**src/rtl/gate_tester_pkg.sv**
```systemverilog
// Shared types and constants for the two-input gate exhaustive tester.
package gate_tester_pkg;

  typedef enum logic [1:0] {
    IDLE = 2'd0,
    HOLD = 2'd1,
    DONE = 2'd2
  } state_t;

  localparam int unsigned NUM_VECTORS = 4;
  localparam int unsigned IDX_W       = 2;
  localparam int unsigned ERR_CNT_W   = 3;
  localparam int unsigned ERR_VEC_W   = 2;
  localparam int unsigned SETTLE_W    = 4;

endpackage

```
**src/rtl/gate_tester_settle.sv**
```systemverilog
// Hold-time counter: restarts on vector entry, flags the final cycle of a hold.
module settle_counter
  import gate_tester_pkg::*;
#(
  parameter int unsigned SETTLE_CYCLES = 2
) (
  input  logic clk,
  input  logic rst_n,
  input  logic i_load,
  output logic o_tc_c
);

  logic [SETTLE_W-1:0] r_cnt;

  assign o_tc_c = (r_cnt == SETTLE_W'(SETTLE_CYCLES));

  // Saturates at terminal count so an idle counter stays quiet.
  always_ff @(posedge clk) begin
    if (!rst_n) begin
      r_cnt <= '0;
    end else if (i_load) begin
      r_cnt <= '0;
    end else if (!o_tc_c) begin
      r_cnt <= r_cnt + SETTLE_W'(1);
    end
  end

endmodule

```
**src/rtl/gate_tester.sv**
```systemverilog
// Drives all four input combinations into a 2-input gate, compares its
// output against EXPECT and reports error count, first failing vector and pass.
module gate_tester
  import gate_tester_pkg::*;
#(
  parameter int unsigned              SETTLE_CYCLES = 2,
  parameter logic [NUM_VECTORS-1:0]   EXPECT        = 4'b1000
) (
  input  logic                 clk,
  input  logic                 rst_n,
  input  logic                 start,
  output logic                 dut_a,
  output logic                 dut_b,
  input  logic                 dut_c,
  output logic                 busy,
  output logic                 done,
  output logic                 pass,
  output logic [ERR_CNT_W-1:0] err_count,
  output logic [ERR_VEC_W-1:0] err_vec
);

  state_t               r_state;
  state_t               w_next;
  logic [IDX_W-1:0]     r_idx;
  logic                 r_dut_a;
  logic                 r_dut_b;
  logic                 r_busy;
  logic                 r_done;
  logic                 r_pass;
  logic [ERR_CNT_W-1:0] r_err_count;
  logic [ERR_VEC_W-1:0] r_err_vec;
  logic                 w_tc;
  logic                 w_accept;
  logic                 w_sample;
  logic                 w_last;
  logic                 w_mismatch;
  logic [IDX_W-1:0]     w_idx_next;

  settle_counter #(
    .SETTLE_CYCLES (SETTLE_CYCLES)
  ) u_settle (
    .clk    (clk),
    .rst_n  (rst_n),
    .i_load (w_accept | w_sample),
    .o_tc_c (w_tc)
  );

  always_ff @(posedge clk) begin
    if (!rst_n) begin
      r_state <= IDLE;
    end else begin
      r_state <= w_next;
    end
  end

  always_comb begin
    w_next = r_state;
    case (r_state)
      IDLE:    if (start)  w_next = HOLD;
      HOLD:    if (w_last) w_next = DONE;
      DONE:    w_next = IDLE;
      default: w_next = IDLE;
    endcase
  end

  always_comb begin
    w_accept = 1'b0;
    w_sample = 1'b0;
    w_last   = 1'b0;
    case (r_state)
      IDLE: w_accept = start;
      HOLD: begin
        w_sample = w_tc;
        w_last   = w_tc && (r_idx == IDX_W'(NUM_VECTORS - 1));
      end
      default: ;
    endcase
  end

  assign w_mismatch = (dut_c != EXPECT[r_idx]);
  assign w_idx_next = r_idx + IDX_W'(1);

  // Vector drive, error capture and completion reporting.
  always_ff @(posedge clk) begin
    if (!rst_n) begin
      r_idx       <= '0;
      r_dut_a     <= 1'b0;
      r_dut_b     <= 1'b0;
      r_busy      <= 1'b0;
      r_done      <= 1'b0;
      r_pass      <= 1'b0;
      r_err_count <= '0;
      r_err_vec   <= '0;
    end else begin
      r_done <= 1'b0;
      if (w_accept) begin
        r_idx       <= '0;
        r_dut_a     <= 1'b0;
        r_dut_b     <= 1'b0;
        r_busy      <= 1'b1;
        r_pass      <= 1'b0;
        r_err_count <= '0;
        r_err_vec   <= '0;
      end else if (w_sample) begin
        if (w_mismatch) begin
          r_err_count <= r_err_count + ERR_CNT_W'(1);
          if (r_err_count == '0) begin
            r_err_vec <= ERR_VEC_W'(r_idx);
          end
        end
        if (w_last) begin
          r_dut_a <= 1'b0;
          r_dut_b <= 1'b0;
        end else begin
          r_idx   <= w_idx_next;
          r_dut_a <= w_idx_next[1];
          r_dut_b <= w_idx_next[0];
        end
      end else if (r_state == DONE) begin
        r_done <= 1'b1;
        r_busy <= 1'b0;
        r_pass <= (r_err_count == '0);
      end
    end
  end

  assign dut_a     = r_dut_a;
  assign dut_b     = r_dut_b;
  assign busy      = r_busy;
  assign done      = r_done;
  assign pass      = r_pass;
  assign err_count = r_err_count;
  assign err_vec   = r_err_vec;

endmodule

```
**config.mk**
```make
export PLATFORM = sky130hd
export DESIGN_NAME = gate_tester
export DESIGN_NICKNAME = d
export VERILOG_FILES = /design/src/rtl/gate_tester_pkg.sv /design/src/rtl/gate_tester_settle.sv /design/src/rtl/gate_tester.sv
export SDC_FILE = /design/constraint.sdc
export NUM_CORES = 1
export LEC_CHECK = 0
export ABC_CLOCK_PERIOD_IN_PS = 4200
export CORE_MARGIN = 5
export CORE_UTILIZATION = 30
export CTS_BUF_LIST = sky130_fd_sc_hd__clkbuf_8
export CTS_CLUSTER_SIZE = 24
export DETAILED_ROUTE_END_ITERATION = 10
export GPL_ROUTABILITY_DRIVEN = 0
export PLACE_DENSITY = 0.5
export SLEW_MARGIN = 10
export SYNTH_ARGS = -nofsm -noshare
export SYNTH_HDL_FRONTEND = slang
export SYNTH_SLANG_ARGS = --single-unit
```
**constraint.sdc**
```tcl
create_clock -name clk -period 4.2 [get_ports clk]
set_input_delay 0.84 -clock clk [delete_from_list [all_inputs] [get_ports clk]]
set_output_delay 0.84 -clock clk [all_outputs]
set_load 0.1 [all_outputs]
```
## After elaboration in Yosys (flattened, before gate mapping)

Index checks and enable logic that the tools add are counted.

- Register bits after elaboration: 18
- Input bits: 4
- Output and inout bits: 10
- Word-level logic and storage cells: 53

- $add $sub $neg: 3
- Order comparisons: 1
- Equality and inequality tests: 8
- Mux-type cells: 14
- Bitwise operators: 4
- Reduce and logical (&&, ||, !) cells: 13

Operators with widths:

| cell | number |
|---|---|
| $mux 1 | 10 |
| $reduce_and 2->1 | 5 |
| $ne 2x2->1 const B | 3 |
| $add 4x1->4 const B | 1 |
| $eq 2x2->1 const B | 2 |
| $eq 4x2->1 const B | 1 |
| $mux 2 | 2 |
| $pmux 2 s2 | 1 |
| $reduce_or 2->1 | 2 |
| $add 3x1->3 const B | 1 |
| $logic_not 3->1 | 1 |
| $lt 2x3->1 const B | 1 |
| $not 1->1 | 3 |
| $reduce_and 3->1 | 1 |
| $reduce_or 3->1 | 1 |
| $add 2x1->2 const B | 1 |
| $bmux 1 s2 | 1 |
| $eq 2x1->1 const B | 1 |
| $logic_not 2->1 | 1 |
| $reduce_bool 2->1 | 1 |
| $logic_and 1x1->1 | 1 |
| $ne 1x1->1 | 1 |
| $or 1x1->1 | 1 |

## Logic depth before layout (Yosys ltp)

Gate-level depths: netlist of run 1.

- Word-level depth: 5
- Depth in mapped cells: 6
- Gate-level depth less buffers: 5

## Hierarchy

From an unflattened synthesis of run 1, not the netlist that was laid out.

- Cells, all modules: 89
- Area total of the unflattened synthesis: 859.6 µm²

Modules (own cells, without submodules):

| module | instances | cells an instance | area an instance (µm²) | seq. area each (µm²) |
|---|---|---|---|---|
| gate_tester | 1 | 68 | 644.4 | 280.3 |
| settle_counter | 1 | 21 | 215.2 | 80.1 |

## Least setup slack after synthesis of run 1

OpenSTA, ideal clock, no wires.

- Path type: input -> register
- Start point: in start
- End point: reg u_settle.r_cnt[2]
- Setup time: 0.144 ns
- Data arrival time: 1.678 ns
- Data required time: 4.056 ns
- Slack: 2.379 ns
- Cell stages on the path: 5
- Path buffers: 2
- Path through: or3b_1 clkbuf_1 nand2_1 buf_2 nor3_1

- Cells in the longest elaborated chain, start to end: 3

Ends and longest elaborated chain:

| item | line | RTL |
|---|---|---|
| start: declaration | gate_tester.sv:11 | `input logic start,` |
| $mux 1 | gate_tester.sv:70 | `case (r_state)` |
| $or 1x1->1 | gate_tester.sv:44 | `.i_load (w_accept \| w_sample),` |
| $reduce_or 2->1 (no source line) | -- |  |
| end signal: assignment | gate_tester_settle.sv:24 | `r_cnt <= r_cnt + SETTLE_W'(1);` |
| end: declaration | gate_tester_settle.sv:13 | `logic [SETTLE_W-1:0] r_cnt;` |

No other way between the ends.
A chain may end at the register's enable or synchronous reset.

## Worst setup path in the final report of run 1

- Start point: reg r_err_count[0], in the netlist err_count[0]
- End point: out err_count[0]

RTL lines:

| item | line | RTL |
|---|---|---|
| start: declaration | gate_tester.sv:30 | `logic [ERR_CNT_W-1:0] r_err_count;` |
| start signal: assignment | gate_tester.sv:106 | `r_err_count <= r_err_count + ERR_CNT_W'(1);` |
| end: declaration | gate_tester.sv:18 | `output logic [ERR_CNT_W-1:0] err_count,` |

No word-level cell between the ends.

==> results of run 1 <==
[worst paths after layout]
path / slack [ns] / start / endpoint / cells past startpoint
setup / recovery: 1.57 / err_count[0] / err_count[0] / 1
hold / removal: 0.47 / err_vec[1] / err_vec[1] / 2
hold reg to reg: 0.47 / err_vec[1] / err_vec[1] / 2
setup reg to reg: 2.43 / u_settle.r_cnt[0] / r_idx[0] / 5
[cell families after synthesis]
logic type,after synthesis
adders and majority gates,5
and+or+nand+nor,32
DFF,18
buffers and inverters,12
xor gates and xnor gates,5
muxes,4
AOI/OAI and AO/OA,15
[per-stage QoR]
step,utilization [%],hold WS [ns],worst slack (ns),std cells
final,38.58,0.4722,1.570,133
after global routing,38.58,0.4887,1.478,133
after CTS,38.58,0.4802,1.537,133
after detailed placement,36.57,0.4717,1.699,129
after global placement,36.57,0.4722,1.749,129
after floorplan,-,0.4537,2.379,91
[registers in the layout, summed over array words and instances (netlist names)]
register	cells
busy	1
done	1
dut_a	1
dut_b	1
err_count	3
err_vec	2
pass	1
r_idx	2
r_state	2
u_settle.r_cnt	4
[power by group through the flow]
stage               Clock, mW  Combinational [mW]  Sequential (mW)
finish                  0.142              0.0530            0.181
global route            0.156              0.0578            0.182
CTS                     0.148              0.0538            0.181
detailed placement          0              0.0538            0.185
global placement            0              0.0532            0.185
floorplan                   0              0.0338            0.193
[metal layers]
metal	share of wire (%)	wire length, um	GRT usage (%)
met1	49	864	11.03
met2	46	812	14.21
met3	3.4	59	3.375
met4	0.80	14	3.117
met5	0	0	0
[synthesized netlist by cell type, drive strengths merged]
cell | n | area, um^2
dfxtp | 18 | 360.4
a21oi | 7 | 42.54
inv | 6 | 22.52
nand3 | 6 | 30.03
clkbuf | 5 | 18.77
ha | 5 | 62.56
nor2 | 5 | 18.77
o31ai | 4 | 30.03
mux2i | 3 | 30.03
nand2b | 3 | 18.77
nand4 | 3 | 18.77
nor3 | 3 | 15.01
xnor2 | 3 | 26.28
nand2 | 2 | 7.510
nor3b | 2 | 15.01
o21ai | 2 | 10.01
or3b | 2 | 20.02
xor2 | 2 | 17.52
a2111oi | 1 | 15.01
and3 | 1 | 6.260
buf | 1 | 5.000
mux2 | 1 | 11.26
nand3b | 1 | 7.510
nand4b | 1 | 8.760
nor2b | 1 | 6.260
nor4 | 1 | 12.51
o22ai | 1 | 6.260
or4 | 1 | 11.26
[layout make-up]
cell class | count | area share [%]
tap | 31 | 3.677
multi-input combinational | 61 | 42.47
sequential | 18 | 34.16
timing repair buffer | 13 | 12.34
inverter | 6 | 2.135
clock buffer | 4 | 5.219
==> results.py, run 1 <==
metrics = {
    "timing": {
        "post-route-period-util_pct": 62.62,
        "grt_setup_unrepaired": "no",
        "number_of_pins_with_negative_max_slew_slack_in_the_final_report": 0,
        "clock_skew_ns": 0.002615,
        "tightest_slew_ns": 0.9788,
        "max_freq_mhz": 380.2,
        "setup_total_negative_slack_ns": 0,
        "setup_viol_count_final": 0,
        "worst_slew_margin_rel_pct": 34.54,
        "finalCriticalPeriod_ns": 2.630,
        "final-hold-violation-count": 0,
    },
    "logic_synthesis": {
        "xor_and_xnor_area_share_after_synthesis_pct": 5.124,
        "synth.distinct_cells": 30,
        "synth-compound-area-share_pct": 12.15,
        "syn_nets": 100,
        "post_syn_area_um2": 854.6,
        "ys_seq_elements": 18,
        "syn_inst": 91,
        "synthAdderAreaFrac_pct": 7.321,
        "postSynthAreaPerCell_um2": 9.391,
        "synthesis.yosys.warnings": 0,
        "yosys.area_share.simple_pct": 22.99,
        "largest_family_of_logic_cells_by_synthesized_area": "simple AND/OR/NAND/NOR gates",
        "synth.mux.area_fraction_pct": 4.832,
        "seq_area_frac_synth_pct": 42.17,
    },
    "setup_path": {
        "crit_path_cell_trace": "clkdlybuf4s50_1",
        "timing.critical_path.fanout_max": 4,
        "cell_with_the_largest_stage_delay_on_the_worst_path": "clkdlybuf4s50_1",
        "setup.worst_path.class": "reg -> out",
        "critical_path_buffer_and_inverter_count": 1,
        "cp_top_family": "buffers and inverters",
        "cp-start-kind": "flip-flop",
        "cp_data_arrival_time_ns": 1.79,
        "worst_ep_required_time_ns": 3.36,
        "worstSetupEndpointType": "output pin",
        "critical-path-max-stage-delay_ns": 1.15,
    },
    "final_layout": {
        "design.final.nets": 112,
        "seqCellArea_um2": 360.3,
        "multiInputGateArea_um2": 447.9,
        "insertedDiodeCount": 0,
        "finish.instance_area_um2": 1055,
        "drive_gt1_share_pct": 10.78,
        "nFillCells": 274,
        "final_common_cell": "dfxtp_1",
        "synthToLayoutAreaGrowth_pct": 23.43,
        "layout_common_cells": "dfxtp_1, clkdlybuf4s50_1, inv_1, nand3_1",
    },
    "cts": {
        "holdBufCountCts": 0,
        "cts.htree.levels": 1,
        "cts_max_path_buffers": 2,
        "cts_post_setup_buffers_inserted": 0,
        "tritoncts": "built",
        "post_cts_resized": 0,
        "cts_buffers": 3,
        "cts.sinks": 18,
        "insertion_delay_ns": 0.25,
        "worst_setup_hold_path_clk_slew_ns": 0.07,
        "clockRootBuffer": "clkbuf_8",
    },
    "die": {
        "design.core.area_um2": 2734,
        "floorplan.rows": 19,
        "ioPinCount": 14,
        "die_h_um": 63.37,
        "die_width_um": 63.37,
        "start_util_pct": 31.26,
        "design.die.area_um2": 4016,
    },
    "route": {
        "route.detailed.wl_per_inst_um": 13.17,
        "drt.antenna.violating_nets": 0,
        "drt_first_iter_violations": 15,
        "route.vias.total": 668,
        "drt-pass1-iter-count": 4,
        "drc": 0,
        "routed_wl_um": 1751,
        "detail_route.vias_per_cell": 5.023,
    },
    "power": {
        "pwr-share-clk_pct": 37.8,
        "p_seq_share_pct": 48.1,
        "power.density_cell_area_nw_per_um2": 356.9,
        "vdd.ir_drop.worst_mv": 0.1873,
        "power.share.switching_pct": 26.05,
        "cellInternalPower_mw": 0.2784,
        "leakage_nw": 0.3795,
        "power.share.combinational_pct": 14.1,
        "p_total_mw": 0.3764,
        "netSwitchingPower_mw": 0.09805,
    },
    "outcome": {
        "status": "finished clean",
    },
    "global_route": {
        "gr-usage-all-layers_pct": 8.965,
        "global_route.overflow_total": 0,
        "grt_first_pass_wirelength_um": 2891,
        "grt_max_degree": 13,
        "grt_pass1_vias": 633,
        "number_of_antenna_violations_at_the_first_check_in_global_routing": 0,
    },
    "place": {
        "postPlaceCellArea_um2": 999.7,
        "detailedPlacementHpwl_um": 1266,
        "portBuffers": 13,
    },
    "worst_hold_path": {
        "worst_hold_path_type": "reg -> reg",
    },
    "run": {
        "cap_viol_max_count": 0,
    },
}
No activity file was read; power rests on OpenSTA's default activity.
==> run 2: changes to the inputs <==
--- a/config.mk
+++ b/config.mk
@@ -5,7 +5,7 @@
 export SDC_FILE = /design/constraint.sdc
 export NUM_CORES = 1
 export LEC_CHECK = 0
-export ABC_CLOCK_PERIOD_IN_PS = 4200
+export ABC_CLOCK_PERIOD_IN_PS = 2500
 export CORE_MARGIN = 5
 export CORE_UTILIZATION = 30
 export CTS_BUF_LIST = sky130_fd_sc_hd__clkbuf_8
==> constraint.sdc (replaced) <==
create_clock -name clk -period 2.5 [get_ports clk]
set_input_delay 0.5 -clock clk [delete_from_list [all_inputs] [get_ports clk]]
set_output_delay 0.5 -clock clk [all_outputs]
set_load 0.1 [all_outputs]
==> run 2 against run 1 <==
Effect of this change: clock-buffer cell count unchanged; core utilization decreased by 0.37 points; clock power increased by 65%; first-iteration DRC count decreased by 13%; final cell count increased by 1.5%; register-to-register slack got worse by 1.7 ns; total power increased by 68%; combinational power increased by 76%; sequential share of layout area increased by 0.33 points; via count increased by 2.5%; critical endpoint is now u_settle.r_cnt[2]; largest power group unchanged.
==> results.py, run 2 (synthesized netlist as in run 1, its figures left out) <==
metrics = {
    "outcome": {
        "status": "finished clean",
    },
    "power": {
        "leakage_nw": 0.4097,
        "vdd.ir_drop.worst_mv": 0.3442,
        "power.density_cell_area_nw_per_um2": 605.6,
        "p_total_mw": 0.6327,
    },
    "cts": {
        "post_cts_resized": 0,
        "tritoncts": "built",
        "cts.sinks": 18,
        "holdBufCountCts": 0,
        "cts.htree.levels": 1,
        "insertion_delay_ns": 0.25,
        "cts_post_setup_buffers_inserted": 0,
        "clockRootBuffer": "clkbuf_8",
        "worst_setup_hold_path_clk_slew_ns": 0.07,
        "cts_max_path_buffers": 2,
        "cts_buffers": 3,
    },
    "route": {
        "drc": 0,
        "drt-pass1-iter-count": 4,
        "drt.antenna.violating_nets": 0,
        "route.vias.total": 685,
        "detail_route.vias_per_cell": 5.074,
        "drt_first_iter_violations": 13,
        "route.detailed.wl_per_inst_um": 12.55,
        "routed_wl_um": 1694,
    },
    "global_route": {
        "gr-usage-all-layers_pct": 9.084,
        "number_of_antenna_violations_at_the_first_check_in_global_routing": 0,
        "grt_first_pass_wirelength_um": 2946,
        "grt_pass1_vias": 677,
        "grt_max_degree": 13,
        "global_route.overflow_total": 0,
    },
    "timing": {
        "final-hold-violation-count": 0,
        "clock_skew_ns": 0.002471,
        "worst_slew_margin_rel_pct": 69.23,
        "finalCriticalPeriod_ns": 1.875,
        "number_of_pins_with_negative_max_slew_slack_in_the_final_report": 0,
        "post-route-period-util_pct": 75.01,
        "tightest_slew_ns": 0.4604,
        "setup_viol_count_final": 0,
        "setup_total_negative_slack_ns": 0,
        "grt_setup_unrepaired": "no",
        "max_freq_mhz": 533.3,
    },
    "final_layout": {
        "largest_register_ff_count": 4,
        "insertedDiodeCount": 0,
        "registers.top_by_ff_count": "u_settle.r_cnt",
        "drive_gt1_share_pct": 22.12,
        "final_common_cell": "dfxtp_1",
        "finish.instance_area_um2": 1045,
        "nFillCells": 288,
        "layout_common_cells": "dfxtp_1, buf_4, inv_1, nand3_1",
        "layout.core_utilization_pct": 38.22,
        "design.final.nets": 114,
        "synthToLayoutAreaGrowth_pct": 22.25,
        "finish.cell_count_without_fillers": 135,
    },
    "setup_path": {
        "setup.worst_path.class": "in -> reg",
        "worstSetupEndpointType": "flip-flop",
        "worst_ep_required_time_ns": 2.62,
        "timing.critical_path.fanout_max": 11,
        "cp_data_arrival_time_ns": 2.00,
        "cp-start-kind": "primary input",
    },
    "worst_hold_path": {
        "worst_hold_path_type": "reg -> reg",
    },
    "place": {
        "detailedPlacementHpwl_um": 1262,
        "postPlaceCellArea_um2": 989.7,
        "portBuffers": 13,
        "dpl.cell_count": 131,
    },
    "die": {
        "floorplan.rows": 19,
        "die_width_um": 63.37,
        "ioPinCount": 14,
        "die_h_um": 63.37,
        "start_util_pct": 31.26,
        "design.core.area_um2": 2734,
        "design.die.area_um2": 4016,
    },
    "run": {
        "cap_viol_max_count": 0,
    },
}
-- run 2: cell types whose count changed in the layout (fill, tap and decap cells not counted), sizes merged --
| cell | before | now |
|---|---|---|
| buf | 0 | 12 |
| clkdlybuf4s50 | 13 | 3 |
-- run 2: stage by stage --
| step | hold slack, ns | setup WS, ns |
|---|---|---|
| 4_1_cts | 0.4832 | 0.6546 |
| 6_report | 0.4795 | 0.6248 |
| 5_1_grt | 0.4994 | 0.5664 |
| 3_3_place_gp | 0.4718 | 0.4166 |
| 3_5_place_dp | 0.4740 | 0.3963 |
| 2_1_floorplan | 0.4537 | 0.7640 |
-- run 2: critical path, stage by stage --
cell             delay [ns]
clkdlybuf4s50_1        0.50
or3b_1                 0.47
nand2_1                0.41
nor3_1                 0.11
-- run 2: path summary, 6_finish.rpt --
kind	startpoint	to	cells past startpoint	slack, ns
worst min register to register	err_vec[0]	err_vec[0]	2	0.48
worst max-delay path	start	u_settle.r_cnt[2]	4	0.62
worst max register to register	u_settle.r_cnt[0]	r_idx[0]	5	0.72
worst min-delay path	err_vec[0]	err_vec[0]	2	0.48
-- run 2: per-layer routing --
metal	part of all wire (%)	wire length (um)	track usage, %
met5	0	0	0
met3	5.7	96	4.263
met4	0.71	12	2.338
met2	45	767	13.71
met1	48	817	11.61
-- run 2: where the power goes --
group          switching [mW]  internal, mW
combinational          0.0584        0.0346
clock                  0.0956         0.140
sequential            0.00836         0.296
-- run 2: layout make-up --
| cell class | instances | area [um^2] | share of cell area [%] |
|---|---|---|---|
| Inverter | 6 | 22.52 | 2.156 |
| Sequential cell | 18 | 360.3 | 34.49 |
| Multi-Input combinational cell | 61 | 447.9 | 42.87 |
| Clock buffer | 4 | 55.05 | 5.269 |
| Timing Repair Buffer | 15 | 120.1 | 11.50 |
| Tap cell | 31 | 38.79 | 3.713 |
